<file path="config.mk">
export PLATFORM = sky130hd
export DESIGN_NAME = mul_err_sweep_ctrl_flat
export DESIGN_NICKNAME = d
export VERILOG_FILES = /design/src/rtl/mul_err_sweep_ctrl_if.sv /design/src/rtl/mul_err_sweep_ctrl.sv /design/src/flat_wrapper.sv
export SDC_FILE = /design/constraint.sdc
export NUM_CORES = 1
export LEC_CHECK = 0
export ABC_AREA = 1
export BUFFER_PORTS_ARGS = -buffer_cell sky130_fd_sc_hd__buf_2
export CORE_ASPECT_RATIO = 0.6
export CORE_MARGIN = 4
export CORE_UTILIZATION = 35
export CTS_CLUSTER_DIAMETER = 100
export CTS_CLUSTER_SIZE = 16
export DETAILED_ROUTE_END_ITERATION = 8
export GPL_TIMING_DRIVEN = 0
export HOLD_SLACK_MARGIN = 0.15
export PLACE_DENSITY = 0.49
export RECOVER_POWER = 50
export REMOVE_ABC_BUFFERS = 1
export SLEW_MARGIN = 20
export SYNTH_ARGS = -nofsm -noshare
export SYNTH_HDL_FRONTEND = slang
export SYNTH_SLANG_ARGS = --single-unit
</file>
<file path="constraint.sdc">
create_clock -name clk -period 7.5 [get_ports clk]
set_input_delay 1.125 -clock clk [delete_from_list [all_inputs] [get_ports clk]]
set_output_delay 1.125 -clock clk [all_outputs]
set_load 0.01 [all_outputs]
</file>
<file path="src/rtl/mul_err_sweep_ctrl_if.sv">
// Bundle between the error-sweep controller, its host (start/stall/done/metrics)
// and the combinational multiplier under evaluation (op_a/op_b/approx_prod).
interface mul_err_sweep_ctrl_if #(
    parameter int W = 8
) ();
    logic               start;
    logic               stall;
    logic [W-1:0]       op_a;
    logic [W-1:0]       op_b;
    logic [2*W-1:0]     approx_prod;
    logic               busy;
    logic               done;
    logic [2*W:0]       err_cnt;
    logic [4*W-1:0]     err_sum;
    logic [6*W-1:0]     err_sq_sum;
    logic [2*W-1:0]     err_max;
    logic [W-1:0]       max_a;
    logic [W-1:0]       max_b;

    // Host / multiplier side: drives start, stall and the product.
    modport master (
        output start,
        output stall,
        output approx_prod,
        input  op_a,
        input  op_b,
        input  busy,
        input  done,
        input  err_cnt,
        input  err_sum,
        input  err_sq_sum,
        input  err_max,
        input  max_a,
        input  max_b
    );

    // Controller side.
    modport slave (
        input  start,
        input  stall,
        input  approx_prod,
        output op_a,
        output op_b,
        output busy,
        output done,
        output err_cnt,
        output err_sum,
        output err_sq_sum,
        output err_max,
        output max_a,
        output max_b
    );
endinterface

</file>
<file path="src/rtl/mul_err_sweep_ctrl.sv">
// Exhaustive operand sweep for an approximate multiplier: presents every (a,b),
// compares against the exact product two stages later and accumulates error metrics.
module mul_err_sweep_ctrl #(
    parameter int W = 8
) (
    input  logic                 clk,
    input  logic                 rst,
    mul_err_sweep_ctrl_if.slave  bus
);
    localparam logic [1:0] ST_IDLE  = 2'd0;
    localparam logic [1:0] ST_RUN   = 2'd1;
    localparam logic [1:0] ST_DRAIN = 2'd2;
    localparam logic [1:0] ST_DONE  = 2'd3;

    logic [1:0]       state_reg;
    logic [2*W-1:0]   idx_reg;          // {op_a, op_b}, op_b is the fast digit
    logic             drain_cnt_reg;

    logic             s1_valid_reg;
    logic [W-1:0]     s1_a_reg;
    logic [W-1:0]     s1_b_reg;
    logic [2*W-1:0]   s1_exact_reg;
    logic [2*W-1:0]   s1_approx_reg;

    logic [2*W:0]     err_cnt_reg;
    logic [4*W-1:0]   err_sum_reg;
    logic [6*W-1:0]   err_sq_sum_reg;
    logic [2*W-1:0]   err_max_reg;
    logic [W-1:0]     max_a_reg;
    logic [W-1:0]     max_b_reg;

    logic [W-1:0]     op_a_w;
    logic [W-1:0]     op_b_w;
    logic [2*W-1:0]   pp_w [W];
    logic [2*W-1:0]   exact_w;
    logic [2*W-1:0]   err_w;
    logic [4*W-1:0]   err_sq_w;
    logic             err_nz_w;

    logic             idle_like_w;
    logic             active_w;
    logic             advance_w;
    logic             accept_w;
    logic             acc_en_w;
    logic             last_idx_w;

    assign op_a_w = idx_reg[2*W-1:W];
    assign op_b_w = idx_reg[W-1:0];

    // Reference product as a shift-add array of partial products.
    genvar gi;
    generate
        for (gi = 0; gi < W; gi++) begin : g_pp
            assign pp_w[gi] = {{W{1'b0}}, (op_b_w & {W{op_a_w[gi]}})} << gi;
        end
    endgenerate

    always_comb begin
        exact_w = '0;
        for (int i = 0; i < W; i++) begin
            exact_w = exact_w + pp_w[i];
        end
    end

    assign err_w    = (s1_exact_reg >= s1_approx_reg) ? (s1_exact_reg - s1_approx_reg)
                                                      : (s1_approx_reg - s1_exact_reg);
    assign err_sq_w = {{(2*W){1'b0}}, err_w} * {{(2*W){1'b0}}, err_w};
    assign err_nz_w = |err_w;

    assign idle_like_w = (state_reg == ST_IDLE) || (state_reg == ST_DONE);
    assign active_w    = (state_reg == ST_RUN) || (state_reg == ST_DRAIN);
    assign advance_w   = active_w && !bus.stall;
    assign accept_w    = idle_like_w && bus.start;
    assign acc_en_w    = advance_w && s1_valid_reg;
    assign last_idx_w  = &idx_reg;

    // Sequencer: operand counter and state.
    always_ff @(posedge clk) begin
        if (rst) begin
            state_reg     <= ST_IDLE;
            idx_reg       <= '0;
            drain_cnt_reg <= 1'b0;
        end else begin
            case (state_reg)
                ST_IDLE, ST_DONE: begin
                    if (bus.start) begin
                        state_reg     <= ST_RUN;
                        idx_reg       <= '0;
                        drain_cnt_reg <= 1'b0;
                    end
                end
                ST_RUN: begin
                    if (!bus.stall) begin
                        if (last_idx_w) begin
                            state_reg     <= ST_DRAIN;
                            drain_cnt_reg <= 1'b0;
                        end else begin
                            idx_reg <= idx_reg + 1'b1;
                        end
                    end
                end
                ST_DRAIN: begin
                    if (!bus.stall) begin
                        if (drain_cnt_reg) begin
                            state_reg <= ST_DONE;
                        end else begin
                            drain_cnt_reg <= 1'b1;
                        end
                    end
                end
                default: state_reg <= ST_IDLE;
            endcase
        end
    end

    // Stage 1: capture operands, exact and approximate products.
    always_ff @(posedge clk) begin
        if (rst || accept_w) begin
            s1_valid_reg  <= 1'b0;
            s1_a_reg      <= '0;
            s1_b_reg      <= '0;
            s1_exact_reg  <= '0;
            s1_approx_reg <= '0;
        end else if (advance_w) begin
            s1_valid_reg  <= (state_reg == ST_RUN);
            s1_a_reg      <= op_a_w;
            s1_b_reg      <= op_b_w;
            s1_exact_reg  <= exact_w;
            s1_approx_reg <= bus.approx_prod;
        end
    end

    // Stage 2: accumulate; strict compare keeps the first pair on ties.
    always_ff @(posedge clk) begin
        if (rst || accept_w) begin
            err_cnt_reg    <= '0;
            err_sum_reg    <= '0;
            err_sq_sum_reg <= '0;
            err_max_reg    <= '0;
            max_a_reg      <= '0;
            max_b_reg      <= '0;
        end else if (acc_en_w) begin
            err_cnt_reg    <= err_cnt_reg + {{(2*W){1'b0}}, err_nz_w};
            err_sum_reg    <= err_sum_reg + {{(2*W){1'b0}}, err_w};
            err_sq_sum_reg <= err_sq_sum_reg + {{(2*W){1'b0}}, err_sq_w};
            if (err_w > err_max_reg) begin
                err_max_reg <= err_w;
                max_a_reg   <= s1_a_reg;
                max_b_reg   <= s1_b_reg;
            end
        end
    end

    assign bus.op_a       = op_a_w;
    assign bus.op_b       = op_b_w;
    assign bus.busy       = active_w;
    assign bus.done       = (state_reg == ST_DONE);
    assign bus.err_cnt    = err_cnt_reg;
    assign bus.err_sum    = err_sum_reg;
    assign bus.err_sq_sum = err_sq_sum_reg;
    assign bus.err_max    = err_max_reg;
    assign bus.max_a      = max_a_reg;
    assign bus.max_b      = max_b_reg;
endmodule

</file>
<file path="src/flat_wrapper.sv">
// flat-port wrapper written by rule: the top's interface ports become plain ports
module mul_err_sweep_ctrl_flat 
#(
    parameter int W = 8
)
  (clk, rst, bus_start, bus_stall, bus_approx_prod, bus_op_a, bus_op_b, bus_busy, bus_done, bus_err_cnt, bus_err_sum, bus_err_sq_sum, bus_err_max, bus_max_a, bus_max_b);
  mul_err_sweep_ctrl_if #(.W(W)) bus_i ();
  input  logic clk;
  input  logic rst;
  input wire logic [$bits(bus_i.start)-1:0] bus_start;
  input wire logic [$bits(bus_i.stall)-1:0] bus_stall;
  input wire logic [$bits(bus_i.approx_prod)-1:0] bus_approx_prod;
  output wire logic [$bits(bus_i.op_a)-1:0] bus_op_a;
  output wire logic [$bits(bus_i.op_b)-1:0] bus_op_b;
  output wire logic [$bits(bus_i.busy)-1:0] bus_busy;
  output wire logic [$bits(bus_i.done)-1:0] bus_done;
  output wire logic [$bits(bus_i.err_cnt)-1:0] bus_err_cnt;
  output wire logic [$bits(bus_i.err_sum)-1:0] bus_err_sum;
  output wire logic [$bits(bus_i.err_sq_sum)-1:0] bus_err_sq_sum;
  output wire logic [$bits(bus_i.err_max)-1:0] bus_err_max;
  output wire logic [$bits(bus_i.max_a)-1:0] bus_max_a;
  output wire logic [$bits(bus_i.max_b)-1:0] bus_max_b;
  assign bus_i.start = bus_start;
  assign bus_i.stall = bus_stall;
  assign bus_i.approx_prod = bus_approx_prod;
  assign bus_op_a = bus_i.op_a;
  assign bus_op_b = bus_i.op_b;
  assign bus_busy = bus_i.busy;
  assign bus_done = bus_i.done;
  assign bus_err_cnt = bus_i.err_cnt;
  assign bus_err_sum = bus_i.err_sum;
  assign bus_err_sq_sum = bus_i.err_sq_sum;
  assign bus_err_max = bus_i.err_max;
  assign bus_max_a = bus_i.max_a;
  assign bus_max_b = bus_i.max_b;
  mul_err_sweep_ctrl #(.W(W)) u_core (.clk(clk), .rst(rst), .bus(bus_i));
endmodule
</file>
# == Word-level counts from Yosys, hierarchy flattened ==
# Index checks and enable logic that the tools add are counted.
# word_totals
register_bits,197
inputBits,20
output_inout_bits,147
# op_classes
addsub,13
multipliers,1
magnitude_cmp,2
eq_ne,9
n_mux,16
bitwise_logic,8
reduce_logical,16
# ops
op,count
8-bit AND,8
16-bit 2-to-1 mux,4
48-bit by 32-bit adder with 48-bit output,1
32-bit by 16-bit adder with 32-bit output,1
16-bit by 16-bit multiplier with 32-bit output,1
16-bit one-hot mux with 2 select lines,1
16-bit subtractor,2
17-bit by 1-bit adder with 17-bit output,1
16-bit by 1-bit adder with 16-bit output (second input constant),1
16-bit by 10-bit adder with 16-bit output,1
16-bit by 11-bit adder with 16-bit output,1
16-bit by 12-bit adder with 16-bit output,1
16-bit by 13-bit adder with 16-bit output,1
16-bit by 14-bit adder with 16-bit output,1
16-bit by 15-bit adder with 16-bit output,1
16-bit >= comparator,1
16-bit greater-than comparator,1
16-bit AND reduction,1
16-bit OR reduction,1
8-bit by 9-bit adder with 10-bit output,1
2-bit 2-to-1 mux,5
2-bit != test (second input constant),4
4-bit AND reduction,2
2-bit one-hot mux with 3 select lines,1
other kinds (13),22

# == Longest topological paths before layout ==
# Gate-level depths: netlist of run 1.
# depth
depth_word,8
depth_mapped,44
ltp_nobuf,43

# == Least setup slack after synthesis of run 1 ==
# OpenSTA, ideal clock, no wires.
# synth_timing
kind,register to register
start,register u_core.s1_exact_reg[0]
end,register u_core.err_sq_sum_reg[46] (netlist: u_core.bus.err_sq_sum[46])
setup_time_ps,116
arrival_time_ps,6700
required_ps,7384
setup_slack_ps,684
stages_incl_launch_ff,40
period_less_slack_ps,6816
cell_sequence,dfxtp_1 inv_1 ha_1 fa_1 inv_1 nand3_1 nand2_2 nand2_1 nand3_2 nand2_4 nand2_8 inv_2 nand2_1 nand2_2 buf_4 nor2_2 inv_1 fa_1 [... 4 more ...] inv_1 fa_1 fa_1 inv_1 fa_1 inv_1 ha_1 nand2_1 nor2_1 nand2_1 inv_1 nand4_1 nand3_1 nand2_1 nand2_1 nand2_1 o21ai_0 nor2_1
# synth_via
elab_chain_len,4
elab_cells_between_ends,6
# synth_rtl
element,line,text
from (decl),mul_err_sweep_ctrl.sv:22,logic [2*W-1:0] s1_exact_reg;
from (signal assigned),mul_err_sweep_ctrl.sv:128,s1_exact_reg <= exact_w;
16-bit subtractor (tied with other cells),mul_err_sweep_ctrl.sv:66,: (s1_approx_reg - s1_exact_reg);
16-bit 2-to-1 mux (*),mul_err_sweep_ctrl.sv:65,assign err_w = (s1_exact_reg >= s1_approx_reg) ? (s1_exact_reg - s1_approx_reg)
16-bit by 16-bit multiplier with 32-bit output (*),mul_err_sweep_ctrl.sv:67,"assign err_sq_w = {{(2*W){1'b0}}, err_w} * {{(2*W){1'b0}}, err_w};"
48-bit by 32-bit adder with 48-bit output (*),mul_err_sweep_ctrl.sv:145,"err_sq_sum_reg <= err_sq_sum_reg + {{(2*W){1'b0}}, err_sq_w};"
to (signal assigned),mul_err_sweep_ctrl.sv:145,
to (decl),mul_err_sweep_ctrl.sv:27,logic [6*W-1:0] err_sq_sum_reg;
# Mark *: on every way between the ends. The rest lies on a longest branch, timed or not.
# A chain may end at the register's enable or synchronous reset.

# == Worst setup path after layout of run 1 ==
# layout_timing
start,register u_core.s1_exact_reg[0]
end,register u_core.err_sq_sum_reg[22] (netlist: u_core.bus.err_sq_sum[22])
# Same word-level chain as after synthesis.

==> results of run 1 <==
[how the worst min path moves through the flow]
stage                                          startpoint                               endpoint  slack (ns)  depth (start not counted)
floorplan           u_core.s1_approx_reg[15]$_SDFFE_PP0P_  u_core.s1_approx_reg[15]$_SDFFE_PP0P_        0.44                          2
global placement          u_core.s1_b_reg[0]$_SDFFE_PP0P_        u_core.s1_b_reg[0]$_SDFFE_PP0P_        0.45                          2
detailed placement        u_core.s1_b_reg[7]$_SDFFE_PP0P_        u_core.s1_b_reg[7]$_SDFFE_PP0P_        0.46                          2
CTS                       u_core.s1_b_reg[0]$_SDFFE_PP0P_        u_core.s1_b_reg[0]$_SDFFE_PP0P_        0.47                          2
global route              u_core.s1_b_reg[0]$_SDFFE_PP0P_        u_core.s1_b_reg[0]$_SDFFE_PP0P_        0.49                          2
finish              u_core.s1_approx_reg[15]$_SDFFE_PP0P_  u_core.s1_approx_reg[15]$_SDFFE_PP0P_        0.47                          2
[cell families (layout without fill, tap and decap cells)]
| family | after synthesis | after routing | synth area share, % |
|---|---|---|---|
| flip-flops | 197 | 197 | 17.77 |
| adder cells (fa/ha/maj) | 441 | 441 | 32.68 |
| buffers and inverters | 801 | 995 | 13.87 |
| other | 0 | 1 | 0 |
| XOR/XNOR | 62 | 62 | 2.447 |
| AO/OA/AOI/OAI | 466 | 466 | 11.14 |
| AND/OR/NAND/NOR | 1179 | 1183 | 22.09 |
[metal layers]
metal,routed length (um),vias to the layer above
li1,-,10050
met1,37800,9757
met2,28310,572
met3,5287,40
met4,672,6
met5,108,-
[critical path: cells and delay by family, from the launching register on]
family | cells | cell delay, ns
adders and majority gates | 9 | 4.01
and+or+nand+nor | 10 | 1.16
AOI/OAI and AO/OA | 5 | 0.87
buffers and inverters | 9 | 0.77
DFF | 1 | 0.38
[stage by stage]
| step | hold slack (ns) | util, % | TNS [ns] | cells |
|---|---|---|---|---|
| after floorplan | 0.4376 | - | 0 | 3059 |
| after global placement | 0.4480 | 37.75 | -127.02 | 4064 |
| after detailed placement | 0.4561 | 37.91 | -51.03 | 4067 |
| after CTS | 0.4726 | 40.19 | -0.0009708 | 4133 |
| after global routing | 0.4938 | 41.75 | -0.6836 | 4183 |
| final | 0.4712 | 41.75 | 0 | 4184 |
[final cells by class]
cell class,count,area share [%]
clock buffer,17,1.625
antenna,1,0.009557
inverter,714,10.65
multi-input combinational,2152,62.69
timing repair buffer,249,5.161
sequential,197,15.10
clock inverter,15,0.7597
tap,839,4.009
[cells in the final DEF (no fill, tap or decap), types with 16 or more instances in the layout]
cell type | Yosys | layout
buf_4 | 5 | 75
nor2_1 | 341 | 303
o21ai_0 | 190 | 171
nand3_1 | 133 | 120
nor2_4 | 5 | 22
xnor2_1 | 16 | 16
nor2_2 | 11 | 32
xor2_1 | 46 | 45
fa_1 | 231 | 228
nor3_1 | 21 | 19
inv_1 | 690 | 677
inv_2 | 21 | 16
nand4_1 | 31 | 31
nand2_2 | 12 | 35
clkbuf_16 | 0 | 17
ha_4 | 0 | 22
nand2_1 | 602 | 549
dfxtp_1 | 197 | 193
buf_2 | 15 | 19
a21oi_2 | 2 | 22
nand2_4 | 1 | 23
clkbuf_1 | 58 | 148
a21oi_1 | 216 | 193
ha_1 | 210 | 182
[Yosys cell counts, types with 3 or more instances]
library cell  instances
o21a_1                7
a21boi_0              3
ha_1                210
o211ai_1              4
buf_2                15
o21bai_1              7
a31oi_1              10
nand3_1             133
nor2_4                5
a21o_1                9
inv_2                21
xnor2_1              16
nand2_1             602
buf_6                 4
buf_4                 5
clkbuf_1             58
nor3_1               21
nor4_1                6
nand4_1              31
nor2_2               11
a21oi_1             216
buf_1                 5
fa_1                231
nand2_2              12
o21ai_1               6
inv_1               690
dfxtp_1             197
and2_1                5
o21ai_0             190
xor2_1               46
nor2_1              341
[what timing repair did]
action	4_1_cts	5_1_grt
endpoints found under the hold margin	0	0
buffers inserted	33	47
setup endpoints to repair	41	37
resized for setup	150	187
cloned	1	3
pin swaps	13	56
==> impl_metrics.env, run 1 <==
export IMPL_end_kind="register"
export IMPL_first_global_vias=20370
export IMPL_hold_viol_final=0
export IMPL_hpwl_um=55790
export IMPL_die_x_um=333.0
export IMPL_failed_checks="max-capacitance violations, max-slew violations"
export IMPL_gp_congestion=0.9474
export IMPL_numCtsBuffers=17
export IMPL_avgSynthCellArea_um2=7.053
export IMPL_endpoint="u_core.bus.err_sq_sum[22]$_SDFFE_PP0P_"
export IMPL_layout_drive_gt1_share_pct=11.84
export IMPL_syn_inst=3146
export IMPL_num_rows=71
export IMPL_async_flop_share_pct=0
export IMPL_cpPeakStageDelay_ns=0.54
export IMPL_clk_pin_slew_ns=0.10
export IMPL_post_drt_wl_per_cell_um=17.25
export IMPL_port_buffers=166
export IMPL_clock_skew_ns=0.02200
export IMPL_grt_busiest_layer="met1"
export IMPL_worst_path_max_fanout=8
export IMPL_core_area_um2=62720
export IMPL_area_sequential_um2=3954
export IMPL_use_met1_pct=32.98
export IMPL_synth_seq_area_share_pct=17.77
export IMPL_n_fill_cell=6721
export IMPL_mappedNetlistArea_um2=22190
export IMPL_ys_types=52
export IMPL_grt_pass1_wl_um=113400
export IMPL_cts_hold_buf=0
export IMPL_totalWireLength_um=72180
export IMPL_ioPinCount=167
export IMPL_reg2reg_setup_slack_ns=0.20
export IMPL_ant_nets=0
export IMPL_max_freq_mhz=137.0
export IMPL_largest_reg_flops=48
export IMPL_path_common_cell="fa_1"
export IMPL_start_kind="register"
export IMPL_worst_setup_path_type="register to register"
export IMPL_yosysTopAreaCell="fa_1"
export IMPL_tritoncts="done"
export IMPL_synth_top_area_share_pct=20.84
export IMPL_synth_seq_cells=197
export IMPL_clk_latency_ns=0.49
export IMPL_overflow=0
export IMPL_drt_vias_per_instance=4.882
export IMPL_cp_data_arrival_time_ns=7.69
export IMPL_grtUsageMet3_pct=5.181
export IMPL_synth_edf_count=0
export IMPL_fin_crit_ns=7.301
export IMPL_htreeDepth=4
export IMPL_max_slew_margin_pct=-52.19
export IMPL_syn_to_final_growth_pct=18.02
export IMPL_grtUsageMet2_pct=29.69
export IMPL_netlist_top_cells_area="fa_1 (21%), dfxtp_1 (18%), ha_1 (12%), inv_1 (12%), nand2_1 (10%)"
export IMPL_postLayoutCellArea_um2=26190
export IMPL_antenna_found_initial=1
export IMPL_ys_flop_type="dfxtp_1"
export IMPL_r2r_end="u_core.bus.err_sq_sum[22]$_SDFFE_PP0P_"
export IMPL_multiInputGateArea_um2=16420
export IMPL_grt_usage_pct=21.26
export IMPL_status="finished, violations left"
export IMPL_drv_cap=2
export IMPL_worstSetupStartpoint="u_core.s1_exact_reg[0]$_SDFFE_PP0P_"
export IMPL_rsz0062_at_grt="yes"
export IMPL_die_area_um2=67620
export IMPL_post_route_period_util_pct=97.35
export IMPL_grt_max_degree=92
export IMPL_yosysWarningCount=0
export IMPL_floorplan_initialDensity_pct=35.38
export IMPL_setup_viol=0
export IMPL_clkSinkCount=197
export IMPL_preCtsSetupSlack_ns=-1.671
export IMPL_timing_rr_start="u_core.s1_exact_reg[0]$_SDFFE_PP0P_"
export IMPL_finalMaxSlewViolations=111
export IMPL_placed_area_um2=23780
export IMPL_clock_root_buffer="clkbuf_16"
export IMPL_setup_ws_ns=0.1986
export IMPL_slowest_stage="fa_1"
export IMPL_drt_iter0_drc=1626
export IMPL_fp_dieH_um=203.0
export IMPL_vias=20430
export IMPL_worst_pin_slew_ns=2.270
export IMPL_cts_buffer_depth=2
export IMPL_reg2reg_depth=33
export IMPL_hp_class="register to register"
export IMPL_drc=0
export IMPL_cp_required_ns=7.89
export IMPL_dr_pass1_iters=5
export IMPL_fin_nets=3792
Power of run 1 is not shown: default switching activity piles up to over one toggle a cycle in this logic, so the estimate is an artifact.
==> run 2, diff against run 1 <==
Settings changed: PLACE_DENSITY 0.49 to unset, REMOVE_ABC_BUFFERS 1 to unset, SETUP_SLACK_MARGIN set to 0.02.
==> impl_metrics.env, run 2 (same netlist as run 1, synthesis figures left out) <==
export IMPL_cpPeakStageDelay_ns=0.57
export IMPL_antenna_found_initial=3
export IMPL_setup_ws_ns=0.1879
export IMPL_end_kind="register"
export IMPL_vias=21020
export IMPL_drv_cap=0
export IMPL_fin_crit_ns=7.312
export IMPL_fin_nets=3852
export IMPL_cts_buffer_depth=2
export IMPL_timing_setup_tns_ns=0
export IMPL_htreeDepth=4
export IMPL_grt_max_degree=21
export IMPL_port_buffers=166
export IMPL_clock_root_buffer="clkbuf_16"
export IMPL_dr_pass1_iters=5
export IMPL_die_area_um2=67620
export IMPL_largest_reg_flops=48
export IMPL_cp_required_ns=7.88
export IMPL_start_kind="register"
export IMPL_die_x_um=333.0
export IMPL_slowest_stage="fa_2"
export IMPL_setup_viol=0
export IMPL_floorplan_initialDensity_pct=35.38
export IMPL_diodes=0
export IMPL_worst_setup_path_type="register to register"
export IMPL_layout_drive_gt1_share_pct=11.16
export IMPL_final_cell_mix="inv_1 (680), nand2_1 (550), nor2_1 (307), fa_1 (221), clkbuf_1 (204)"
export IMPL_hold_viol_final=0
export IMPL_fp_dieH_um=203.0
export IMPL_syn_to_final_growth_pct=18.44
export IMPL_synth_nets=3607
export IMPL_drc=0
export IMPL_first_global_vias=19810
export IMPL_gp_congestion=0.9566
export IMPL_ioPinCount=167
export IMPL_tritoncts="done"
export IMPL_worst_pin_slew_ns=1.299
export IMPL_max_freq_mhz=136.8
export IMPL_hpwl_um=62910
export IMPL_clk_latency_ns=0.48
export IMPL_core_area_um2=62720
export IMPL_rsz0062_at_grt="yes"
export IMPL_totalWireLength_um=77880
export IMPL_post_drt_wl_per_cell_um=18.36
export IMPL_post_route_period_util_pct=97.49
export IMPL_clock_skew_ns=0.02313
export IMPL_ant_nets=0
export IMPL_drt_iter0_drc=1895
export IMPL_cp_data_arrival_time_ns=7.70
export IMPL_grt_usage_pct=22.59
export IMPL_final_common_cell="inv_1"
export IMPL_hp_class="register to register"
export IMPL_clkSinkCount=197
export IMPL_postLayoutCellArea_um2=26280
export IMPL_worst_path_max_fanout=12
export IMPL_grt_pass1_wl_um=117500
export IMPL_placed_area_um2=24070
export IMPL_overflow=0
export IMPL_numCtsBuffers=17
export IMPL_preCtsSetupSlack_ns=-0.9729
export IMPL_status="finished, final reports clean"
export IMPL_clk_pin_slew_ns=0.09
export IMPL_max_slew_margin_pct=13.05
export IMPL_finalMaxSlewViolations=0
export IMPL_num_rows=71
export IMPL_drt_vias_per_instance=4.955
-- run 2: worst max-delay path, delay by kind of cell, from the launching register on --
kind,cells,cell delay (ns)
adder cells (fa/ha/maj),8,3.65
buffers and inverters,8,0.96
flip-flops,1,0.36
AND/OR/NAND/NOR,16,1.85
AO/OA/AOI/OAI,1,0.37
-- run 2: what timing repair did --
action                     CTS  global route
buffers inserted             8            50
hold endpoints to repair     0             0
setup endpoints to repair   35            37
hold buffers                 0             0
cloned                       0             3
gates resized for setup    109           237
pin swaps                    9            61
-- run 2: area by class of cell --
| cell class | instances | area (um2) |
|---|---|---|
| Timing Repair Buffer | 225 | 1159 |
| Clock buffer | 17 | 425.4 |
| Fill cell | 6680 | 36440 |
| Multi-Input combinational cell | 2150 | 16190 |
| Buffer | 86 | 535.5 |
| Sequential cell | 197 | 3951 |
| Clock inverter | 15 | 187.7 |
| Inverter | 714 | 2779 |
| Tap cell | 839 | 1050 |
-- run 2: per-stage QoR --
stage	util (%)	hold WS [ns]	cells
global placement	38.38	0.4482	4151
CTS	40.06	0.4686	4190
floorplan	-	0.4353	3146
finish	41.90	0.4646	4243
global route	41.90	0.5050	4243
detailed placement	38.38	0.4555	4151
-- run 2: layer usage --
metal,track usage (%),share of wire [%]
met1,35.92,50
met4,4.180,1.9
met3,7.824,12
met2,28.66,36
met5,0,0.031
-- run 2: final timing paths --
| kind | from | to | slack [ns] | cells after the start |
|---|---|---|---|---|
| worst max register to register | u_core.s1_approx_reg[2]$_SDFFE_PP0P_ | u_core.bus.err_sq_sum[37]$_SDFFE_PP0P_ | 0.19 | 33 |
| worst max-delay path | u_core.s1_approx_reg[2]$_SDFFE_PP0P_ | u_core.bus.err_sq_sum[37]$_SDFFE_PP0P_ | 0.19 | 33 |
| worst min-delay path | u_core.s1_a_reg[0]$_SDFFE_PP0P_ | u_core.s1_a_reg[0]$_SDFFE_PP0P_ | 0.46 | 2 |
| worst min register to register | u_core.s1_a_reg[0]$_SDFFE_PP0P_ | u_core.s1_a_reg[0]$_SDFFE_PP0P_ | 0.46 | 2 |
Power of run 2 is left out for the same reason.
